[src/rtl/one2two_demux_buf.sv]
// 1-to-2 valid/ready demux: sel=1 routes a beat to port A, sel=0 to port B.
// Each port has its own FIFO and a wrapping accepted-beat counter.
module one2two_demux_fifo #(
  parameter int DATA_W = 8,
  parameter int DEPTH  = 2,
  parameter int CNT_W  = 16
) (
  input  logic              clk,
  input  logic              rst_n,
  input  logic              push,
  input  logic [DATA_W-1:0] wdata,
  input  logic              pop_rdy,
  output logic              full,
  output logic              valid,
  output logic [DATA_W-1:0] rdata,
  output logic [CNT_W-1:0]  cnt
);
  localparam int AW = $clog2(DEPTH);
  localparam logic [AW:0] FULL_OCC = (AW+1)'(DEPTH);

  logic [DATA_W-1:0] mem [DEPTH];
  logic [AW-1:0]     wptr, rptr;
  logic [AW:0]       occ;
  logic              pop;

  assign valid = (occ != '0);
  assign full  = (occ == FULL_OCC);
  assign pop   = valid & pop_rdy;
  // Empty FIFO presents zero rather than a stale entry.
  assign rdata = valid ? mem[rptr] : '0;

  always_ff @(posedge clk or negedge rst_n) begin
    if (!rst_n) begin
      wptr <= '0;
      rptr <= '0;
      occ  <= '0;
      cnt  <= '0;
    end else begin
      if (push) begin
        wptr <= wptr + 1'b1;
        cnt  <= cnt + 1'b1;
      end
      if (pop) rptr <= rptr + 1'b1;
      case ({push, pop})
        2'b10:   occ <= occ + 1'b1;
        2'b01:   occ <= occ - 1'b1;
        default: occ <= occ;
      endcase
    end
  end

  always_ff @(posedge clk) begin
    if (push) mem[wptr] <= wdata;
  end
endmodule

module one2two_demux_buf #(
  parameter int DATA_W = 8,
  parameter int DEPTH  = 2,
  parameter int CNT_W  = 16
) (
  input  logic              clk_i,
  input  logic              rst_n_i,
  input  logic [DATA_W-1:0] in_data_i,
  input  logic              in_sel_i,
  input  logic              in_valid_i,
  output logic              in_ready_o,
  output logic [DATA_W-1:0] a_data_o,
  output logic              a_valid_o,
  input  logic              a_ready_i,
  output logic [DATA_W-1:0] b_data_o,
  output logic              b_valid_o,
  input  logic              b_ready_i,
  output logic [CNT_W-1:0]  a_cnt_o,
  output logic [CNT_W-1:0]  b_cnt_o
);
  // Port index 0 is A, 1 is B.
  logic [1:0]             full, valid, push, pop_rdy;
  logic [1:0][DATA_W-1:0] rdata;
  logic [1:0][CNT_W-1:0]  cnt;
  logic                   run;

  // Holds ready low through reset and until the first edge after release.
  always_ff @(posedge clk_i or negedge rst_n_i) begin
    if (!rst_n_i) run <= 1'b0;
    else          run <= 1'b1;
  end

  assign in_ready_o = run & (in_sel_i ? !full[0] : !full[1]);
  assign pop_rdy    = {b_ready_i, a_ready_i};

  for (genvar p = 0; p < 2; p++) begin : g_port
    localparam logic SEL_VAL = (p == 0);
    assign push[p] = in_valid_i & in_ready_o & (in_sel_i == SEL_VAL);
    one2two_demux_fifo #(.DATA_W(DATA_W), .DEPTH(DEPTH), .CNT_W(CNT_W)) u_fifo (
      .clk     (clk_i),
      .rst_n   (rst_n_i),
      .push    (push[p]),
      .wdata   (in_data_i),
      .pop_rdy (pop_rdy[p]),
      .full    (full[p]),
      .valid   (valid[p]),
      .rdata   (rdata[p]),
      .cnt     (cnt[p])
    );
  end

  assign a_data_o  = rdata[0];
  assign b_data_o  = rdata[1];
  assign a_valid_o = valid[0];
  assign b_valid_o = valid[1];
  assign a_cnt_o   = cnt[0];
  assign b_cnt_o   = cnt[1];
endmodule

[config.mk]
export PLATFORM = sky130hd
export DESIGN_NAME = one2two_demux_buf
export DESIGN_NICKNAME = d
export VERILOG_FILES = /design/src/rtl/one2two_demux_buf.sv
export SDC_FILE = /design/constraint.sdc
export NUM_CORES = 1
export LEC_CHECK = 0
export CAP_MARGIN = 20
export CORE_ASPECT_RATIO = 1.25
export CORE_MARGIN = 5
export CORE_UTILIZATION = 51
export DETAILED_ROUTE_END_ITERATION = 7
export GPL_ROUTABILITY_DRIVEN = 0
export MAX_ROUTING_LAYER = met4
export PLACE_DENSITY = 0.83
export SLEW_MARGIN = 20
export SYNTH_ARGS = -nofsm -noshare
export SYNTH_HDL_FRONTEND = slang
export SYNTH_HIERARCHICAL = 1
export SYNTH_SLANG_ARGS = --single-unit
[constraint.sdc]
create_clock -name clk_i -period 2.1 [get_ports clk_i]
set_input_delay 0.315 -clock clk_i [delete_from_list [all_inputs] [get_ports clk_i]]
set_output_delay 0.315 -clock clk_i [all_outputs]
set_load 0.005 [all_outputs]
; ---- Word level (Yosys, flattened, before mapping)
; Memories as Yosys holds them, arrays and structs flattened.
; Index checks and enable logic that the tools add are counted.
[totals]
ram_bits = 32
register_bits = 41
mem_count = 2
[memory_table]
columns = name, words, word_bits, rd, rd_ports_with_merged_regs, wr, line
row1 = g_port[0].u_fifo.mem, 2, 8, 1, 0, 1, 21  ; logic [DATA_W-1:0] mem [DEPTH];
row2 = g_port[1].u_fifo.mem, 2, 8, 1, 0, 1, 21
[op_classes]
mux = 9
bitwise = 7
n_eq_ne = 6
add_sub_neg = 10
n_reduce_logical = 6
[op_table]
columns = op, count
row1 = $add 16x1->16 const B, 2
row2 = $mux 8, 2
row3 = $eq 2x2->1 const B, 4
row4 = $pmux 2 s2, 2
row5 = $reduce_bool 2->1, 4
row6 = $and 1x1->1, 6
row7 = $mux 1, 5
row8 = $add 1x1->1 const B, 4
row9 = $add 2x1->2 const B, 2
row10 = $eq 2x1->1 const B, 2
row11 = $sub 2x1->2 const B, 2
row12 = $logic_not 1->1, 2
row13 = $not 1->1, 1

; ---- Depth between registers and ports, before layout
; Gate-level depths: netlist of the first run.
[depth]
depth_word = 8
mapped_depth = 8
ltp_nobuf = 7

; ---- Hierarchy
; Netlist of the first run, hierarchy kept.
[by_module_without_submodules]
columns = module, area_per_inst_um2, instances, cells_each
row1 = one2two_demux_fifo, 1515.2, 2, 107
row2 = one2two_demux_buf, 61.3, 1, 7

; ---- Worst setup path after synthesis of the first run
; No wires, ideal clock.
[synth_path]
path_kind = register -> register
startpoint = register g_port[0].u_fifo.occ[1]
endpoint = memory g_port[0].u_fifo.mem[0][0] (enable)
setup_slack_ns = 0.361
arrival_ns = 1.369
setup_ns = 0.370
t_required_ns = 1.730
stages_incl_launch_ff = 6
synth_period_minus_slack_ns = 1.739
cell_sequence = dfrtp_1 -> nor2b_1 -> nor3b_1 -> buf_6 -> inv_1 -> nor2_1
[synth_between]
elab_chain_len = 8
[synth_rtl]
columns = element, line
row1 = start: declaration, 23  ; logic [AW:0] occ;
row2 = start signal: assignment, 45  ; 2'b10: occ <= occ + 1'b1;
row3 = start signal: assignment, 46  ; 2'b01: occ <= occ - 1'b1;
row4 = $eq 2x2->1, 27  ; assign full = (occ == FULL_OCC);
row5 = net full[0], 78  ; logic [1:0] full, valid, push, pop_rdy;
row6 = $logic_not 1->1, 89  ; assign in_ready_o = run & (in_sel_i ? !full[0] : !full[1]);
row7 = $mux 1, 89
row8 = $and 1x1->1, 89
row9 = $and 1x1->1 (2 in series), 94  ; assign push[p] = in_valid_i & in_ready_o & (in_sel_i == SEL_VAL);
row10 = net push[0], 78
row11 = $mux 1, 53  ; if (push) mem[wptr] <= wdata;
row12 = $mux 1 (not written as such), 53
row13 = end: declaration, 21
; The timed path passes the listed nets, and every way through them passes these cells.

; ---- Worst setup path in the final report of the first run
[layout_path]
startpoint = register g_port[0].u_fifo.occ[0]
endpoint = output in_ready_o
[layout_between]
elab_chain_len = 4
[layout_rtl]
columns = element, line
row1 = $eq 2x2->1, 27
row2 = net full[0], 78
row3 = $logic_not 1->1, 89
row4 = $mux 1, 89
row5 = $and 1x1->1, 89
row6 = end: declaration, 67  ; output logic in_ready_o,
; The timed path passes the listed nets, and every way through them passes these cells.

==> impl_metrics.ini, run 1 <==
[setup_path]
startpoint_type = register
end_kind = primary output
worst_r2r_path_depth = 7
timing.rr.start = g_port[0].u_fifo/occ[1]
critPathMaxFanout = 4
cp.required_ns = 1.78
regToRegEndpoint = g_port[0].u_fifo/cnt[13]
r2r_slack_ns = 0.21
startpoint = g_port[0].u_fifo/occ[0]
cp.arrival_ns = 1.69
critical_path_class = register to primary output

[drt]
avgRoutedWirePerCell_um = 14.99
vias_per_cell = 4.902
drtAntennaViolNets = 0
totalWireLength_mm = 5.818
drc = 0
drt_iter0_drc = 131
dr.pass1.iters = 4
vias = 1902

[synth]
synth_area_sq_mm = 0.003092
synth_ff_type = dfrtp_1
yosysUniqueCellTypes = 25
synth_area_leader_cell = dfrtp_1
async_flop_share = 0.5616
synth.most_common_cell = dfrtp_1
syn_avg_cell_area_sq_um = 13.99
synth_edf_count = 32
synthTopCellsByArea = dfrtp_1 (33%), edfxtp_1 (31%), xnor2_1 (6.8%), mux2i_1 (5.5%), xor2_1 (4.5%)
synth_seq_cells = 73
yosysWarningCount = 6
synth_nets = 239
yosys.area.top_type_share = 0.3318
synth_seq_area_share = 0.6427
synth_cells = 221
synth_common_cells = dfrtp_1 (41), edfxtp_1 (32), nor2_1 (26)

[clocking]
cts_sinks = 73
root_buffer = clkbuf_8
cts_tree = done
htree_levels = 3
post_cts_buffers = 0
cts_made_buffers = 9
clk_latency_ns = 0.34
clk_pin_slew_worst_paths_ns = 0.08
cts_buffer_depth = 2

[timing]
final_max_slew_viol_count = 0
rsz0062_at_grt = false
fin_crit_sh = 0.9568
finalSetupViolCount = 0
layout_setup_ws_ns = 0.09067
fin_skew_ns = 0.007833
min_period_ns = 2.009
fmax_ghz = 0.4977
hold_violations = 0

[global_routing]
grt.overflow.total = 0
grt_pass1_wl_mm = 9.915
antenna_found_initial = 0
grt_usage = 0.1708
first_global_vias = 2053
grt_max_degree = 20

[layout]
fin_nets = 319
diodes = 0
drive_gt1_frac = 0.1340
final_core_util = 0.6962
layout.cells.non_filler = 388
synthToLayoutAreaGrowth_pct = 31.89

[floorplan]
row_count = 31
die_h_um = 97.05
ios = 65
die_area_sq_mm = 0.007729
die_x_um = 79.64
initial_utilization = 0.5279
coreArea_sq_mm = 0.005857

[flow_run]
max_cap_viol_count = 0

[placement]
dp_hpwl_mm = 4.247
placedCellCount = 371
port_buffers = 64
post-place-ws_ns = -0.03025

[power_and_ir_drop]
power.density_mw_per_mm2 = 1064
p_leak_nw = 1.682
vdd_drop_max_v = 0.0007630

[worst_hold_path]
min_path_type = primary input to async pin

[run_status]
outcome = complete, no violations
-- layout by cell type (no fill, tap or decap), drive strengths merged, types with 2 or more instances in the layout --
master / count
clkdlybuf4s50: 63
dfrtp: 41
edfxtp: 32
nor2: 28
xnor2: 24
mux2i: 17
xor2: 16
nand2: 13
nand3: 10
clkbuf: 9
buf: 9
nand4: 8
and2: 5
nor3: 5
inv: 4
ha: 4
nor2b: 4
clkinv: 4
clkinvlp: 2
mux2: 2
and4: 2
-- power by group --
| group | leakage, nW | switching [mW] | internal, mW |
|---|---|---|---|
| clock | 0.0929 | 0.499 | 0.546 |
| combinational | 0.762 | 0.464 | 0.785 |
| sequential | 0.827 | 0.338 | 1.71 |
-- worst max path at each step --
| stage | end | slack (ns) |
|---|---|---|
| 3_5_place_dp | g_port[0].u_fifo/cnt[13] | -0.03 |
| 4_1_cts | in_ready_o | 0.04 |
| 3_3_place_gp | g_port[0].u_fifo/cnt[13] | 0.08 |
| 2_1_floorplan | g_port[0].u_fifo/mem[0][0] | 0.36 |
| 6_report | in_ready_o | 0.09 |
| 5_1_grt | in_ready_o | 0.02 |
-- critical path, cell delays in order, from the launching register on --
cell and delay, ns:
dfrtp_1 0.46, nor2b_1 0.21, mux2i_1 0.09, and2_1 0.16
clkdlybuf4s50_1 0.45
-- flip-flops by register name, summed over array words and instances, names as in the netlist --
name                cells
g_port.u_fifo/cnt      32
g_port.u_fifo/mem      32
g_port.u_fifo/occ       4
g_port.u_fifo/rptr      2
g_port.u_fifo/wptr      2
run                     1
-- cell families after synthesis --
logic type	share of synthesized area
AND/OR/NAND/NOR	0.1489
other	0.001213
flip-flops	0.6427
XOR/XNOR	0.1133
buffers and inverters	0.01538
multiplexers	0.06232
adder cells (fa/ha/maj)	0.01619
-- metal layers --
layer | share of wire | GRT usage | vias to the layer above | wire [um]
met4 | 0.015 | 0.07143 | 0 | 90
met3 | 0.047 | 0.03247 | 8 | 276
met1 | 0.43 | 0.2148 | 923 | 2482
met5 | 0 | - | - | 0
li1 | - | - | 921 | -
met2 | 0.51 | 0.2695 | 50 | 2969
-- timing repair --
| action | in CTS | in global routing |
|---|---|---|
| hold endpoints to repair | 17 | 0 |
| cloned | 0 | 0 |
| resized for setup | 2 | 3 |
| endpoints found under the setup margin | 7 | 16 |
| hold buffers | 1 | 0 |
-- per-stage QoR --
| step | cell area (sq um) | TNS (ns) | hold slack (ns) | power, mW |
|---|---|---|---|---|
| 2_1_floorplan | 3092 | 0 | 0.01941 | 2.601 |
| 3_3_place_gp | 3857 | 0 | 0.2767 | 3.271 |
| 3_5_place_dp | 3857 | -0.03025 | 0.2764 | 3.312 |
| 4_1_cts | 4065 | 0 | 0.4468 | 4.372 |
| 5_1_grt | 4078 | 0 | 0.4814 | 4.610 |
| 6_report | 4078 | 0 | 0.4585 | 4.340 |
-- area by class of cell --
| type | instances | area (sq um) |
|---|---|---|
| multi-input cells | 140 | 1070 |
| clock inverters | 7 | 71.32 |
| well taps | 82 | 102.6 |
| flip-flops and latches | 73 | 1989 |
| repair buffers | 73 | 705.7 |
| fillers | 421 | 1779 |
| clock buffers | 9 | 123.9 |
| inverters | 4 | 15.01 |
(Power assumes the default switching activity.)
==> inputs of run 2 (changes only) <==
--- a/config.mk
+++ b/config.mk
@@ -5,14 +5,15 @@
 export SDC_FILE = /design/constraint.sdc
 export NUM_CORES = 1
 export LEC_CHECK = 0
-export CAP_MARGIN = 20
+export CELL_PAD_IN_SITES_DETAIL_PLACEMENT = 1
+export CELL_PAD_IN_SITES_GLOBAL_PLACEMENT = 1
 export CORE_ASPECT_RATIO = 1.25
 export CORE_MARGIN = 5
-export CORE_UTILIZATION = 51
+export CORE_UTILIZATION = 41
 export DETAILED_ROUTE_END_ITERATION = 7
 export GPL_ROUTABILITY_DRIVEN = 0
 export MAX_ROUTING_LAYER = met4
-export PLACE_DENSITY = 0.83
+export PLACE_DENSITY = 0.82
 export SLEW_MARGIN = 20
 export SYNTH_ARGS = -nofsm -noshare
 export SYNTH_HDL_FRONTEND = slang
==> run 2 against run 1 <==
  * Final cell count is 3.6% higher
  * Sequential share of layout area is 0.88 points lower
  * Cell area is 1.9% higher
  * Utilization is 13 points lower
  * Global-route usage is 0.37 points lower
  * Clock power is 14% higher
  * Register-to-register slack better by 0.02 ns
  * Fmax hardly changed
  * Largest cell class unchanged
==> impl_metrics.ini, run 2 (synthesis gave the netlist of run 1 again) <==
[run_status]
outcome = complete, no violations

[floorplan]
die_h_um = 107.1
row_count = 35
die_area_sq_mm = 0.009388
initial_utilization = 0.4202
die_x_um = 87.67
coreArea_sq_mm = 0.007357
ios = 65

[layout]
diodes = 0
drive_gt1_frac = 0.1548
nFillCells = 764
final_cell_mix = clkdlybuf4s50_1 (63), dfrtp_1 (38), edfxtp_1 (32), nor2_1 (26), xnor2_1 (24)
seqCellArea_sq_mm = 0.001991
fin_nets = 323
layout_commonest_cell = clkdlybuf4s50_1
largestRegisters = g_port.u_fifo/cnt: 32 flops, g_port.u_fifo/mem: 32 flops, g_port.u_fifo/occ: 4 flops
synthToLayoutAreaGrowth_pct = 34.40
finalInstanceArea_sq_mm = 0.004155
multi_input_area_sq_mm = 0.001070

[global_routing]
first_global_vias = 2200
grt_max_degree = 42
antenna_found_initial = 0
grt_usage = 0.1671
grt.overflow.total = 0
grt_pass1_wl_mm = 11.41

[clocking]
cts_made_buffers = 9
clk_pin_slew_worst_paths_ns = 0.08
htree_levels = 3
cts_buffer_depth = 2
root_buffer = clkbuf_8
clk_latency_ns = 0.34
cts_sinks = 73
cts_tree = done

[placement]
dp_hpwl_mm = 5.209
port_buffers = 64
dpl_cell_area_sq_mm = 0.003913
post-place-ws_ns = 0.003896

[power_and_ir_drop]
intPower_mw = 3.183
swShare = 0.2986
vdd_drop_max_v = 0.0004439
power.switching_mw = 1.355
pwr-share-comb = 0.285
clock_power_share = 0.262
power.density_mw_per_mm2 = 1092
p_leak_nw = 1.722
seq_power_share = 0.453

[timing]
fin_skew_ns = 0.007828
fmax_ghz = 0.4977
layout_setup_ws_ns = 0.09089
tns_ns = 0
hold_violations = 0
slew_headroom = 0.6454
finalSetupViolCount = 0
worst_pin_slew_ns = 0.5320
fin_crit_sh = 0.9567
min_period_ns = 2.009
final_max_slew_viol_count = 0

[worst_hold_path]
min_path_type = primary input to async pin

[drt]
drtAntennaViolNets = 0
vias_per_cell = 4.925
dr.pass1.iters = 4
drt_iter0_drc = 49
totalWireLength_mm = 6.953
avgRoutedWirePerCell_um = 17.30
drc = 0
vias = 1980

[setup_path]
worstPathCellList = nor2b_2 > mux2i_1 > and2_1 > clkdlybuf4s50_1
cp.arrival_ns = 1.69
cp.required_ns = 1.78
startpoint_type = register
end_kind = primary output
critPathMaxFanout = 3
crit_slowest_cell = clkdlybuf4s50_1
max_stage_delay_ns = 0.49
critical_path_class = register to primary output

[flow_run]
max_cap_viol_count = 0
-- run 2: cell types whose count changed in the layout (fill, tap and decap cells not counted), sizes merged --
| cell | delta |
|---|---|
| bufinv | +1 |
| buf | +5 |
| clkinvlp | -1 |
| dlygate4sd3 | -1 |
-- run 2: worst paths after layout --
kind | startpoint | endpoint | slack (ns) | depth (start not counted)
setup / recovery | g_port[1].u_fifo/occ[1] | in_ready_o | 0.09 | 4
hold / removal | rst_n_i | g_port[1].u_fifo/cnt[15] | 0.03 | 2
setup reg to reg | g_port[1].u_fifo/occ[1] | g_port[1].u_fifo/cnt[12] | 0.23 | 7
hold reg to reg | g_port[1].u_fifo/cnt[15] | g_port[1].u_fifo/cnt[15] | 0.48 | 1
max in group asynchronous | rst_n_i | g_port[0].u_fifo/rptr | 1.65 | 2
min in group clk_i | g_port[1].u_fifo/cnt[15] | g_port[1].u_fifo/cnt[15] | 0.48 | 1
-- run 2: what timing repair did --
action                                  CTS  global route
setup buffers                             0             1
endpoints found under the setup margin   13            16
hold buffers                              0             0
resized for setup                         2             4
-- run 2: power groups by stage --
| stage | Clock [mW] | Combinational [mW] | Sequential, mW |
|---|---|---|---|
| 3_5_place_dp | 0 | 1.29 | 2.07 |
| 2_1_floorplan | 0 | 0.658 | 1.94 |
| 5_1_grt | 1.28 | 1.41 | 2.10 |
| 4_1_cts | 1.22 | 1.30 | 2.05 |
| 3_3_place_gp | 0 | 1.24 | 2.05 |
| 6_report | 1.19 | 1.29 | 2.06 |
-- run 2: per-layer routing --
layer | share of wire | up-vias | global-route usage | wire, um
met5 | 0 | - | - | 0
met4 | 0.017 | 0 | 0.07895 | 119
met3 | 0.040 | 9 | 0.02537 | 279
met2 | 0.56 | 46 | 0.2926 | 3865
met1 | 0.39 | 996 | 0.1829 | 2689
li1 | - | 929 | - | -
-- run 2: critical path: cells and delay by family (launching register included) --
kind,cells,cell delay [ns]
buffers and inverters,1,0.49
flip-flops,1,0.42
AND/OR/NAND/NOR,2,0.31
multiplexers,1,0.12
-- run 2: layout make-up --
cell class                 instances  area share
inverter                           4    0.003613
clock buffer                       9     0.02981
sequential                        73      0.4791
timing repair buffer              77      0.1795
tap                               92     0.02770
multi-input combinational        140      0.2575
clock inverter                     7     0.02288
-- run 2: stage by stage --
| step | power, mW | hold WS [ns] | instances | util |
|---|---|---|---|---|
| after detailed placement | 3.363 | 0.4332 | 385 | 0.5318 |
| after global routing | 4.795 | 0.07809 | 402 | 0.5648 |
| after global placement | 3.285 | 0.4157 | 385 | 0.5318 |
| final | 4.537 | 0.03191 | 402 | 0.5648 |
| after floorplan | 2.601 | 0.01941 | 221 | - |
| after CTS | 4.568 | 0.04775 | 401 | 0.5619 |
